`src/rtl/uart_pkg.sv`:
```
// Shared UART definitions: state encoding, frame width and baud divisor helper.
// Defining UART_RX_PARITY_EN adds the PARITY state to the encoding.
package uart_pkg;

    localparam int DATA_BITS = 8;

    typedef enum logic [2:0] {
        ST_IDLE   = 3'd0,
        ST_START  = 3'd1,
        ST_DATA   = 3'd2,
`ifdef UART_RX_PARITY_EN
        ST_PARITY = 3'd3,
`endif
        ST_STOP   = 3'd4
    } uart_state_t;

    function automatic int calc_cpb(input int clk_hz, input int baud);
        return clk_hz / baud;
    endfunction

endpackage

```
`src/rtl/uart_baud_cnt.sv`:
```
// Loadable down-counter; tc is high during the last cycle of a loaded interval,
// so loading N makes the owner act on tc exactly N edges later.
module uart_baud_cnt #(
    parameter int WIDTH = 9
) (
    input  logic             clk,
    input  logic             reset,
    input  logic             load,
    input  logic [WIDTH-1:0] load_val,
    output logic             tc
);

    localparam logic [WIDTH-1:0] ONE  = WIDTH'(1);
    localparam logic [WIDTH-1:0] ZERO = '0;

    logic [WIDTH-1:0] cnt;

    always_ff @(posedge clk or negedge reset) begin
        if (!reset) begin
            cnt <= ZERO;
        end else if (load) begin
            cnt <= load_val;
        end else if (cnt != ZERO) begin
            cnt <= cnt - ONE;
        end
    end

    assign tc = (cnt == ONE);

endmodule

```
`src/rtl/uart_rx.sv`:
```
// UART receiver, 8N1 by default; defining UART_RX_PARITY_EN makes it 8E1.
// One-entry holding register with valid/ready handoff plus error pulses.
//
// state     | meaning
// ST_IDLE   | waiting for a falling edge on the synchronized line
// ST_START  | half-bit wait, then confirm the start bit is still low
// ST_DATA   | sampling 8 data bits at bit centre, LSB first
// ST_PARITY | sampling the even-parity bit (UART_RX_PARITY_EN only)
// ST_STOP   | sampling the stop bit, then completing or reporting errors
module uart_rx
    import uart_pkg::*;
#(
    parameter int CLK_HZ = 50000000,
    parameter int BAUD   = 115200
) (
    input  logic       clk,
    input  logic       reset,
    input  logic       ser_rx,
    output logic [7:0] rx_data,
    output logic       rx_valid,
    input  logic       rx_ready,
    output logic       frame_err,
    output logic       overrun,
    output logic       parity_err
);

    localparam int CPB   = calc_cpb(CLK_HZ, BAUD);
    localparam int CNT_W = $clog2(CPB + 1);
    localparam int IDX_W = $clog2(DATA_BITS);

    localparam logic [CNT_W-1:0] FULL_BIT = CNT_W'(CPB);
    localparam logic [CNT_W-1:0] HALF_BIT = CNT_W'(CPB / 2);
    localparam logic [IDX_W-1:0] LAST_IDX = IDX_W'(DATA_BITS - 1);
    localparam logic [IDX_W-1:0] IDX_ONE  = IDX_W'(1);

    uart_state_t          state;
    logic                 sync1, sync2, line_prev;
    logic [1:0]           warm;
    logic                 armed;
    logic                 fall;
    logic [IDX_W-1:0]     bit_idx;
    logic [DATA_BITS-1:0] shift;
    logic                 cnt_load;
    logic [CNT_W-1:0]     cnt_val;
    logic                 tc;
    logic                 par_bad;
    logic                 done;

    // The synchronizer resets high, so a line that is already low at release
    // would look like an edge; arm only after a real high has been observed.
    always_ff @(posedge clk or negedge reset) begin
        if (!reset) begin
            sync1     <= 1'b1;
            sync2     <= 1'b1;
            line_prev <= 1'b1;
            warm      <= 2'b00;
            armed     <= 1'b0;
        end else begin
            sync1     <= ser_rx;
            sync2     <= sync1;
            line_prev <= sync2;
            warm      <= {warm[0], 1'b1};
            armed     <= armed | (warm[1] & sync2);
        end
    end

    assign fall = armed & line_prev & ~sync2;

    always_comb begin
        cnt_load = 1'b0;
        cnt_val  = FULL_BIT;
        case (state)
            ST_IDLE: begin
                if (fall) begin
                    cnt_load = 1'b1;
                    cnt_val  = HALF_BIT;
                end
            end
            ST_START:  cnt_load = tc & ~sync2;
            ST_DATA:   cnt_load = tc;
`ifdef UART_RX_PARITY_EN
            ST_PARITY: cnt_load = tc;
`endif
            default:   cnt_load = 1'b0;
        endcase
    end

    uart_baud_cnt #(.WIDTH(CNT_W)) u_baud_cnt (
        .clk      (clk),
        .reset    (reset),
        .load     (cnt_load),
        .load_val (cnt_val),
        .tc       (tc)
    );

`ifdef UART_RX_PARITY_EN
    logic par_bit;
    assign par_bad = (^shift) ^ par_bit;
`else
    assign par_bad    = 1'b0;
    assign parity_err = 1'b0;
`endif

    assign done = (state == ST_STOP) && tc && sync2 && !par_bad;

    always_ff @(posedge clk or negedge reset) begin
        if (!reset) begin
            state     <= ST_IDLE;
            bit_idx   <= '0;
            shift     <= '0;
            rx_data   <= 8'h00;
            rx_valid  <= 1'b0;
            frame_err <= 1'b0;
            overrun   <= 1'b0;
`ifdef UART_RX_PARITY_EN
            par_bit    <= 1'b0;
            parity_err <= 1'b0;
`endif
        end else begin
            frame_err <= 1'b0;
            overrun   <= done && rx_valid && !rx_ready;
`ifdef UART_RX_PARITY_EN
            parity_err <= 1'b0;
`endif
            case (state)
                ST_IDLE: begin
                    bit_idx <= '0;
                    if (fall) state <= ST_START;
                end
                ST_START: begin
                    if (tc) state <= sync2 ? ST_IDLE : ST_DATA;
                end
                ST_DATA: begin
                    if (tc) begin
                        shift   <= {sync2, shift[DATA_BITS-1:1]};
                        bit_idx <= bit_idx + IDX_ONE;
                        if (bit_idx == LAST_IDX) begin
`ifdef UART_RX_PARITY_EN
                            state <= ST_PARITY;
`else
                            state <= ST_STOP;
`endif
                        end
                    end
                end
`ifdef UART_RX_PARITY_EN
                ST_PARITY: begin
                    if (tc) begin
                        par_bit <= sync2;
                        state   <= ST_STOP;
                    end
                end
`endif
                ST_STOP: begin
                    if (tc) begin
                        frame_err <= ~sync2;
`ifdef UART_RX_PARITY_EN
                        parity_err <= par_bad;
`endif
                        state <= ST_IDLE;
                    end
                end
                default: state <= ST_IDLE;
            endcase

            // A completed byte may replace the held one only in a transfer cycle.
            if (done && (!rx_valid || rx_ready)) begin
                rx_data  <= shift;
                rx_valid <= 1'b1;
            end else if (rx_valid && rx_ready) begin
                rx_valid <= 1'b0;
            end
        end
    end

endmodule

```
`config.mk`:
```
export PLATFORM = sky130hd
export DESIGN_NAME = uart_rx
export DESIGN_NICKNAME = d
export VERILOG_FILES = /design/src/rtl/uart_pkg.sv /design/src/rtl/uart_baud_cnt.sv /design/src/rtl/uart_rx.sv
export SDC_FILE = /design/constraint.sdc
export NUM_CORES = 1
export LEC_CHECK = 0
export CORE_MARGIN = 2
export CORE_UTILIZATION = 40
export CTS_CLUSTER_DIAMETER = 200
export CTS_CLUSTER_SIZE = 14
export DETAILED_ROUTE_END_ITERATION = 10
export PLACE_DENSITY = 0.58
export SYNTH_ARGS = -nofsm -noshare
export SYNTH_HDL_FRONTEND = slang
export SYNTH_SLANG_ARGS = --single-unit
```
`constraint.sdc`:
```
create_clock -name clk -period 1.7 [get_ports clk]
set_input_delay 0.17 -clock clk [delete_from_list [all_inputs] [get_ports clk]]
set_output_delay 0.17 -clock clk [all_outputs]
set_load 0.01 [all_outputs]
```
### Yosys cells after proc, flatten, opt, wreduce, memory -nomap -nowiden

Cells that the tools add are included.

* logic and storage cells: 67
* input bits: 4
* flip-flop bits (word level): 40
* output and inout port bits: 12

* bitwise operators: 6
* mux-type cells: 19
* equal/unequal tests: 10
* reductions and logical operators: 17
* add/subtract/negate cells: 2

Operators by type and width (number)
* two-way mux 9 bit: 4
* two-way mux 3 bit: 6
* one-hot mux 3 bit (4 select lines): 1
* inequality test 2 bit (second input constant): 5
* == test 9 x 1 -> 1 bit (second input constant): 1
* nonzero test 9 bit: 1
* subtractor 9 x 1 -> 9 bit (second input constant): 1
* == test 3 bit (second input constant): 2
* logical AND 1 bit: 6
* one-hot mux 3 bit (2 select lines): 1
* nonzero test 2 bit: 3
* two-way mux 1 bit: 5
* AND reduction 5 bit: 1
* bitwise AND 1 bit: 4
* AND reduction 2 bit: 2
* adder 3 x 1 -> 3 bit (second input constant): 1
* == test 3 x 1 -> 1 bit (second input constant): 1
* == test 3 x 2 -> 1 bit (second input constant): 1
* zero test 3 bit: 1
* one-hot mux 1 bit (3 select lines): 1
* zero test 1 bit: 2
* two-way mux 2 bit: 1
* logical OR 1 bit: 1
* inverter 1 bit: 1
* bitwise OR 1 bit: 1

### Longest topological paths before layout

* depth after elaboration: 5
* mapped depth: 6
* mapped depth without buffers: 6

### Hierarchy

Synthesis repeated with hierarchy kept, for this count alone.

* cell total of the unflattened synthesis: 163
* area total of the unflattened synthesis: 1869.3 µm²

Modules (own cells, without submodules)
* uart_rx: cells each 96, sequential area each 779.5 µm², area each 1275.0 µm², instances 1
* uart_baud_cnt: cells each 67, sequential area each 225.2 µm², area each 594.3 µm², instances 1

### Least setup slack after synthesis

OpenSTA, ideal clock, no wires.

* path type: register -> register
* start point: register u_baud_cnt.cnt[4]
* end point: register rx_data[0]
* period minus slack after synthesis: 1.659 ns
* buffers on the path: 1
* slack: 0.041 ns
* setup time: 0.125 ns
* stages on the path, launching flop included: 6
* data arrival time: 1.534 ns
* required time: 1.575 ns
* cell sequence: dfrtp_1 > nor4_4 > and3_1 > buf_6 > nand3_4 > mux2_4

* word-level cells in the longest chain between the ends: 4

RTL lines
* from (decl): line uart_baud_cnt.sv:16 `logic [WIDTH-1:0] cnt;`
* from (signal assigned): line uart_baud_cnt.sv:22 `cnt <= load_val;`
* from (signal assigned): line uart_baud_cnt.sv:24 `cnt <= cnt - ONE;`
* == test 9 x 1 -> 1 bit: line uart_baud_cnt.sv:28 `assign tc = (cnt == ONE);`
* logical AND 1 bit (2 in series): line uart_rx.sv:104 `assign done = (state == ST_STOP) && tc && sync2 && !par_bad;`
* logical AND 1 bit: line uart_rx.sv:167 `if (done && (!rx_valid || rx_ready)) begin`
* to (signal assigned): line uart_rx.sv:168 `rx_data <= shift;`
* to (decl): line uart_rx.sv:19 `output logic [7:0] rx_data,`

No other way between the ends.
A chain may end at the register's enable or synchronous reset.

### Final worst setup path

* start point: register u_baud_cnt.cnt[6]
* end point: register u_baud_cnt.cnt[3]

* word-level cells in the longest chain between the ends: 4
* elaborated cells on any way between the ends: 6
* those cells by class: 1 x eq/ne; 2 x mux; 1 x bitwise; 2 x reduce/logical

RTL lines
* == test 9 x 1 -> 1 bit: line uart_baud_cnt.sv:28
* bitwise AND 1 bit: line uart_rx.sv:79 `ST_START: cnt_load = tc & ~sync2;`
* one-hot mux 1 bit (3 select lines): line uart_rx.sv:72 `case (state)`
* two-way mux 9 bit / nonzero test 2 bit (equally long branches)

Parallel ways exist; a longest one is shown, timed or not.

==> metrics.txt <==
post-synthesis xor/xnor area fraction 0.00961; Syn Inst Count 150; Layout Cells excl Fill 248; antenna cells 0; Initial Utilization 0.416; core area 0.00438 sq mm; Crit. End Element register; Worst R2R Start u_baud_cnt.cnt[6]; fin crit period 1720 ps; Die ar. 0.00511 sq mm; Worst-path clk slew 70 ps; EDFF count, synth 0; die height 71.5 um; top cell types by occurrence after synthesis 37 x dfrtp_1, 15 x mux2_2, 10 x nand2_1; status complete, but fails checks; drt initial violations 79; # rows 24; Mapped Area 0.00182 sq mm; maxcap violations 0; HP Class in2reg; Post-synth ARST share 1.00; Syn Nets 159; Post-Synth Adder-Cell Area 0.0343; GRT Overall Usage 0.153; worst vdd ir 0.587 mV; drt total wl 3580 um; antenna-violating nets left 0; Layout fillers 364; WL/cell 14.5 um; worst hold margin 284 ps; Setup Crit Path Kind reg2reg; r2r endpoint u_baud_cnt.cnt[3]; count leader, synth dfrtp_1; cts bufs inserted 5; #FFs+latches synth 40; Hold Path Stages 1; combinational family with the most area after synthesis simple AND/OR/NAND/NOR gates; DRC viols 0; root buffer cell clkbuf_8; H-Tree Depth 2; worst path required time 1880 ps; failing checks negative setup slack; area leader, netlist dfrtp_1; share of post-route cells with drive strength above 1 0.367; CP startpoint kind register; vias in the first global route 1351; routability cong. 0.818; drt pass-1 iters 5; first-pass GRT wire length 6210 um; Register Area 0.00101 sq mm; Lkg Pwr 1.12 nW; Core Util, Final 0.545; synth top area cells dfrtp_1 51%, mux2_2 9.3%, dfstp_2 4.3%; via density per instance 5.20; Compound-Gate Fraction of Synth Area 0.0755; Main synth FF type dfrtp_1; Vias 1290; CTS tree built; final worst slack -21.8 ps; placed instance count 234; initial antenna violation count 0; flop2flop setup slack -20 ps; Pwr Total 2.94 mW; sequential cell area fraction in the yosys report 0.551; dpl ws -52.4 ps; GRT Residual Overflow 0; final worst-path cycle share 1.01; worst skew pair latency 290 ps; port buffer count 14; Slew Limit Fails 0; fmax 581 MHz; CTS max path bufs 2; setup violators final 3; largest net degree at the start of global routing 19; clock skew 9.54 ps; Yosys Warn Count 0; post-synthesis mux area share 0.123; Die Wd 71.5 um; worst min-delay path startpoint ser_rx; fin nets 204; crit path max fanout 6; post-synth top area share 0.508; Final HPWL DP 2600 um; Pwr Density 1230 mW/mm^2; Syn Area/Cell 12.2 sq um; unrepaired setup endpoints after global routing yes; number of top-level pins 16; Final Hold Fails 0; Worst EP arrival 1900 ps; Worst R2R Path Depth 5; Simple-Gate Fraction of Synth Area 0.177; multi-input logic area 812 sq um; synth unique cells 46; Area Growth Syn to Fin 31.0%; Hold EP sync1; Clock Sinks 40
metal layers:
| metal | vias to the layer above | global-route usage | share of wire |
|---|---|---|---|
| met2 | 19 | 0.258 | 0.51 |
| met5 | - | 0 | 0 |
| met3 | 5 | 0.0338 | 0.027 |
| met1 | 644 | 0.200 | 0.45 |
| met4 | 0 | 0.0377 | 0.011 |
| li1 | 622 | - | - |
logic make-up (layout without fill, tap and decap cells):
kind of cell / after synthesis / after routing
xor gates and xnor gates: 2 / 2
AOI/OAI and AO/OA: 21 / 21
adders and majority gates: 5 / 5
other: 2 / 2
and+or+nand+nor: 51 / 51
DFF: 40 / 40
muxes: 20 / 20
buffers and inverters: 9 / 55
cell usage in the layout, fill, tap and decap left out, types with 2 or more instances in the layout:
master,n
a21oi_1,5
buf_4,28
bufinv_16,2
clkbuf_8,5
clkdlybuf4s50_1,13
conb_1,2
dfrtp_1,35
dfrtp_2,2
dfstp_2,3
ha_1,4
inv_1,3
mux2_2,15
mux2i_1,3
nand2_1,10
nand2b_1,2
nand3_1,7
nand3_4,3
nand3b_1,2
nand4_1,3
nand4b_1,2
nor2_1,8
nor3_1,2
o21ai_0,4
xnor2_1,2
flip-flops by register name, indices dropped and copies added, names as in the netlist:
name            flops
frame_err           1
rx_valid            1
overrun             1
bit_idx             3
sync2               1
armed               1
warm                2
u_baud_cnt.cnt      9
shift               8
state               3
sync1               1
rx_data             8
line_prev           1
through the flow:
step,TNS (ps),area [sq um]
global placement,-33.2,2160
global route,-466,2390
floorplan,0,1820
detailed placement,-510,2160
finish,-46.8,2390
CTS,-29.8,2360
power by group:
part / switching [mW] / total, mW / leakage (nW) / internal, mW
clock: 0.319 / 0.906 / 0.0654 / 0.587
combinational: 0.350 / 0.770 / 0.539 / 0.420
sequential: 0.177 / 1.26 / 0.512 / 1.08
total: 0.846 / 2.94 / 1.12 / 2.09
how the worst max path moves through the flow:
stage                            from                end  cells after the start
CTS                 u_baud_cnt.cnt[6]  u_baud_cnt.cnt[3]                      5
detailed placement  u_baud_cnt.cnt[4]         rx_data[0]                      4
floorplan           u_baud_cnt.cnt[4]         rx_data[0]                      5
global placement    u_baud_cnt.cnt[4]         rx_data[0]                      4
finish              u_baud_cnt.cnt[6]  u_baud_cnt.cnt[3]                      5
global route        u_baud_cnt.cnt[6]  u_baud_cnt.cnt[3]                      5
critical path, cell delays in order (launching register included):
cell     delay [ps]
dfrtp_2         430
nor4_4          330
buf_4           180
nand3_4          60
a221o_1         420
a31o_1          200
area by class of cell:
| type | instances | share of cell area |
|---|---|---|
| clock inverters | 2 | 0.0252 |
| flip-flops and latches | 40 | 0.422 |
| clock buffers | 6 | 0.0304 |
| inverters | 4 | 0.00629 |
| repair buffers | 43 | 0.149 |
| well taps | 52 | 0.0273 |
| multi-input cells | 101 | 0.340 |
repair_timing:
item                                    in CTS  in global routing
pin swaps                                    4                  2
buffers inserted                             5                  0
endpoints found under the hold margin       16                  0
endpoints found under the setup margin      22                 27
hold buffers                                 1                  0
gates resized for setup                      4                 10
Note: power is estimated with default switching activity, not from simulation.
